--- config.mk ---
export PLATFORM = sky130hd
export DESIGN_NAME = param_sync_fifo
export DESIGN_NICKNAME = d
export VERILOG_FILES = /design/src/rtl/param_sync_fifo.sv
export SDC_FILE = /design/constraint.sdc
export NUM_CORES = 1
export LEC_CHECK = 0
export CAP_MARGIN = 10
export CORE_UTILIZATION = 60
export DETAILED_ROUTE_END_ITERATION = 12
export GPL_TIMING_DRIVEN = 0
export PLACE_DENSITY_LB_ADDON = 0.15
export SYNTH_ARGS = -nofsm -noshare
export SYNTH_HDL_FRONTEND = slang
export SYNTH_SLANG_ARGS = --single-unit
--- constraint.sdc ---
create_clock -name clk -period 9.5 [get_ports clk]
set_input_delay 2.375 -clock clk [delete_from_list [all_inputs] [get_ports clk]]
set_output_delay 2.375 -clock clk [all_outputs]
set_load 0.05 [all_outputs]
--- src/rtl/param_sync_fifo.sv ---
// Parametrised single-clock FIFO: any depth >= 2, programmable almost flags, fill level.
// Define FIFO_FWFT_EN for first-word-fall-through reads; the default build uses a registered read.
module param_sync_fifo #(
    parameter  int FIFO_WIDTH = 16,
    parameter  int FIFO_DEPTH = 8,
    parameter  int AF_THRESH  = 7,
    parameter  int AE_THRESH  = 1,
    localparam int LVL_W      = $clog2(FIFO_DEPTH + 1)
) (
    input  logic                  clk,
    input  logic                  rst,
    input  logic                  wr_en,
    input  logic [FIFO_WIDTH-1:0] data_in,
    input  logic                  rd_en,
    output logic [FIFO_WIDTH-1:0] data_out,
    output logic                  rd_valid,
    output logic                  wr_ack,
    output logic                  overflow,
    output logic                  underflow,
    output logic                  full,
    output logic                  empty,
    output logic                  almostfull,
    output logic                  almostempty,
    output logic [LVL_W-1:0]      level
);

    localparam int               PTR_W    = $clog2(FIFO_DEPTH);
    localparam logic [PTR_W-1:0] PTR_LAST = PTR_W'(FIFO_DEPTH - 1);
    localparam logic [LVL_W-1:0] LVL_FULL = LVL_W'(FIFO_DEPTH);
    localparam logic [LVL_W-1:0] LVL_AF   = LVL_W'(AF_THRESH);
    localparam logic [LVL_W-1:0] LVL_AE   = LVL_W'(AE_THRESH);

    logic [FIFO_WIDTH-1:0] r_mem [FIFO_DEPTH];
    logic [PTR_W-1:0]      r_wr_ptr;
    logic [PTR_W-1:0]      r_rd_ptr;
    logic [LVL_W-1:0]      r_level;
    logic                  r_wr_ack;
    logic                  r_overflow;
    logic                  r_underflow;

    logic                  w_full;
    logic                  w_empty;
    logic                  w_wr_ok;
    logic                  w_rd_ok;

    // Explicit wrap keeps pointers valid for non power-of-2 depths.
    function automatic logic [PTR_W-1:0] f_ptr_inc(input logic [PTR_W-1:0] ptr);
        return (ptr == PTR_LAST) ? '0 : ptr + 1'b1;
    endfunction

    always_comb begin
        w_full  = (r_level == LVL_FULL);
        w_empty = (r_level == '0);
        w_wr_ok = wr_en & (~w_full | rd_en);
        w_rd_ok = rd_en & ~w_empty;
    end

    always_ff @(posedge clk) begin
        if (w_wr_ok && !rst) begin
            r_mem[r_wr_ptr] <= data_in;
        end
    end

    always_ff @(posedge clk) begin
        if (rst) begin
            r_wr_ptr    <= '0;
            r_rd_ptr    <= '0;
            r_level     <= '0;
            r_wr_ack    <= 1'b0;
            r_overflow  <= 1'b0;
            r_underflow <= 1'b0;
        end else begin
            if (w_wr_ok) begin
                r_wr_ptr <= f_ptr_inc(r_wr_ptr);
            end
            if (w_rd_ok) begin
                r_rd_ptr <= f_ptr_inc(r_rd_ptr);
            end
            case ({w_wr_ok, w_rd_ok})
                2'b10:   r_level <= r_level + 1'b1;
                2'b01:   r_level <= r_level - 1'b1;
                default: r_level <= r_level;
            endcase
            r_wr_ack    <= w_wr_ok;
            r_overflow  <= wr_en & ~w_wr_ok;
            r_underflow <= rd_en & ~w_rd_ok;
        end
    end

`ifdef FIFO_FWFT_EN
    // Head word is always presented; rd_en only acknowledges it.
    always_comb begin
        data_out = r_mem[r_rd_ptr];
        rd_valid = ~w_empty;
    end
`else
    logic [FIFO_WIDTH-1:0] r_data_out;
    logic                  r_rd_valid;

    always_ff @(posedge clk) begin
        if (rst) begin
            r_data_out <= '0;
            r_rd_valid <= 1'b0;
        end else begin
            if (w_rd_ok) begin
                r_data_out <= r_mem[r_rd_ptr];
            end
            r_rd_valid <= w_rd_ok;
        end
    end

    always_comb begin
        data_out = r_data_out;
        rd_valid = r_rd_valid;
    end
`endif

    always_comb begin
        wr_ack      = r_wr_ack;
        overflow    = r_overflow;
        underflow   = r_underflow;
        full        = w_full;
        empty       = w_empty;
        almostfull  = (r_level >= LVL_AF);
        almostempty = ~w_empty & (r_level <= LVL_AE);
        level       = r_level;
    end

endmodule

==> impl_metrics.tcl <==
set metrics [dict create \
    worst_pin_slew_ns 0.6339 \
    drv_slew 0 \
    stdcell_area_um2 7506 \
    syn_avg_cell_area_um2 16.71 \
    cts.sink_count 158 \
    cts_hold_buf 0 \
    grt_setup_unrepaired "false" \
    fin_util_pct 76.44 \
    max_freq_mhz 200.9 \
    grt-ovfl-total 0 \
    finalSetupTns_ns 0 \
    min_path_cells 1 \
    cp_max_fo 7 \
    die_y_um 103.0 \
    track_usage_pct 26.45 \
    ios 48 \
    synth_nets 395 \
    htreeDepth 4 \
    clk_latency_ns 0.53 \
    dp_cells 555 \
    drt.antenna.violating_nets 0 \
    postSynthCellCount 366 \
    postSynth.asyncResetShare_pct 0 \
    synth.area.top_cells "edfxtp_1 63%, mux2i_1 11%, dfxtp_1 9.8%" \
    synth_ff_type "edfxtp_1" \
    worstHoldPathType "reg2reg" \
    n_antenna_cell 0 \
    rr_worst_depth 7 \
    drt-total-wl_um 12980 \
    drcViolationCount 0 \
    first_pass_iters 4 \
    setup_viol_count_final 0 \
    ys_warn_count 0 \
    cts.clk_slew.worst_paths_ns 0.06 \
    grt_max_degree 17 \
    cts_buffers 17 \
    crit-reg2reg-launch "level[0]" \
    end_kind "output pin" \
    instances_no_fill 587 \
    drt_iter0_drc 212 \
    worst_ep_arrival_time_ns 2.60 \
    io_buffer_count 46 \
    initial_core_util_pct 62.30 \
    whs_ns 0.4707 \
    critPathTopFamily "buffers and inverters" \
    die_x_um 103.0 \
    cpMaxStageDelayCell "clkdlybuf4s50_1" \
    synth_seq_cells 158 \
    crit_required_ns 7.13 \
    worst-path-buf-inv 4 \
    status "finished, final reports clean" \
    finClkSkew_ns 0.008035 \
    max-cap-violations 0 \
    core_area_um2 9819 \
    hold_viol 0 \
    cts-resized-gates 0 \
    area_growth_pct 22.70 \
    whs_endpoint "data_out[12]" \
    fin_crit_ns 4.977 \
    grt_first_pass_wirelength_um 19340 \
    num_rows 36 \
    cp-start-kind "flop" \
    dpl_cell_area_um2 6897 \
    viasPerCell 6.070 \
    gp_congestion 0.7623 \
    hold_path_startpoint "data_out[12]" \
    p_per_area_nw_per_um2 269.4 \
    place_hpwl_um 8025 \
    first_global_vias 3514 \
    ys_types 36 \
    crit_path_max_incr_delay_ns 0.83 \
    antenna_found_initial 0 \
    crit_chain "inv_1 > ha_1 > or3b_1 > buf_6 > inv_2 > clkdlybuf4s50_1" \
    fillCellCount 619 \
    synth_largest_area_cell "edfxtp_1" \
    post_drt_wl_per_cell_um 22.12 \
    synth_top_area_share_pct 62.83 \
    r2r_end "r_mem[7][14]" \
    cts-root-buf "clkbuf_8" \
    seq_area_frac_synth_pct 72.65 \
    clockBufferDepth 2 \
    syn-cell-area_um2 6117 \
    timing.final.crit_share_pct 52.39 \
    post-cts-setup-buffers 0 \
    timing.max_slew.rel_slack_pct 57.69 \
    cts_tree "done" \
    synth-edff-count 128 \
    die_area_um2 10600 \
    drive_above_1_share_pct 15.20 \
    reg2reg_setup_slack_ns 6.84 \
    vdd_ir_drop_max_uv 187.2 \
    leakagePower_uw 0.002509 \
    vias 3563 \
    final_nets 470 \
    critPathKind "reg2out" \
]
## how the worst max path moves through the flow
stage	endpoint	slack [ns]	startpoint	cells past startpoint
after floorplan	almostempty	4.54	level[0]	3
after global placement	r_mem[0][4]	3.52	rst	5
after detailed placement	r_mem[0][4]	4.87	rst	7
after CTS	empty	4.50	level[0]	6
after global routing	empty	4.40	level[0]	6
final	empty	4.52	level[0]	6
## cell type report
| type | count | area [um2] | area share (%) |
|---|---|---|---|
| Buffer | 20 | 125.1 | 1.667 |
| Clock buffer | 18 | 417.9 | 5.568 |
| Clock inverter | 14 | 191.4 | 2.550 |
| Inverter | 5 | 18.77 | 0.2500 |
| Multi-Input combinational cell | 183 | 1554 | 20.70 |
| Sequential cell | 158 | 4444 | 59.21 |
| Tap cell | 133 | 166.4 | 2.217 |
| Timing Repair Buffer | 56 | 588.1 | 7.835 |
## cells in the mapped netlist (all sizes together) (3+ instances only)
cell type / number
a32o: 16
edfxtp: 128
or3b: 3
nor3: 3
ha: 9
clkbuf: 5
nand2: 7
nor2: 14
a22oi: 32
nand2b: 5
buf: 15
a21oi: 8
dfxtp: 30
inv: 5
mux2i: 66
or3: 3
## routing by layer
layer	GRT usage, %	routed length (um)	up-vias
li1	-	-	1592
met1	32.79	5048	1761
met2	44.67	6665	179
met3	6.780	1009	31
met4	10.62	259	0
met5	0	0	-
## per-stage QoR
| step | total power [uW] | setup slack, ns |
|---|---|---|
| 2_1_floorplan | 1184 | 4.542 |
| 4_1_cts | 2027 | 4.503 |
| 6_report | 2022 | 4.523 |
| 5_1_grt | 2090 | 4.401 |
| 3_3_place_gp | 1324 | 3.521 |
| 3_5_place_dp | 1339 | 4.866 |
## cells by family (layout without fill, tap and decap cells)
logic type / Yosys count / in the layout / share of synthesized area [%]
mux: 66 / 66 / 10.80
simple gates: 44 / 44 / 3.887
compound gates: 61 / 61 / 8.038
xor+xnor: 3 / 3 / 0.4296
buf+inv: 25 / 113 / 2.352
flops: 158 / 158 / 72.65
fa+ha+maj: 9 / 9 / 1.841
## placed cells by master, fill, tap and decap left out, drive strengths merged, types with 2 or more instances in the layout
master	instances
edfxtp	128
mux2i	66
clkdlybuf4s50	46
a22oi	32
dfxtp	30
buf	25
clkbuf	23
a32o	16
nor2	14
ha	9
a21oi	8
nand2	7
inv	6
clkinv	6
nand2b	5
bufinv	4
or3b	3
or3	3
clkinvlp	3
nor3	3
nor2b	2
nand4b	2
xor2	2
o21ai	2
## report_power, final
group / switching [uW] / total (uW) / internal, uW
Clock: 265 / 691 / 426
Combinational: 318 / 517 / 199
Sequential: 27.2 / 814 / 787
## registers in the layout, summed over array words and instances, names as in the netlist
register / count
level: 4
r_wr_ptr: 3
r_rd_ptr: 3
rd_valid: 1
overflow: 1
data_out: 16
underflow: 1
r_mem: 128
wr_ack: 1
Note: power is estimated with default switching activity, not from simulation.
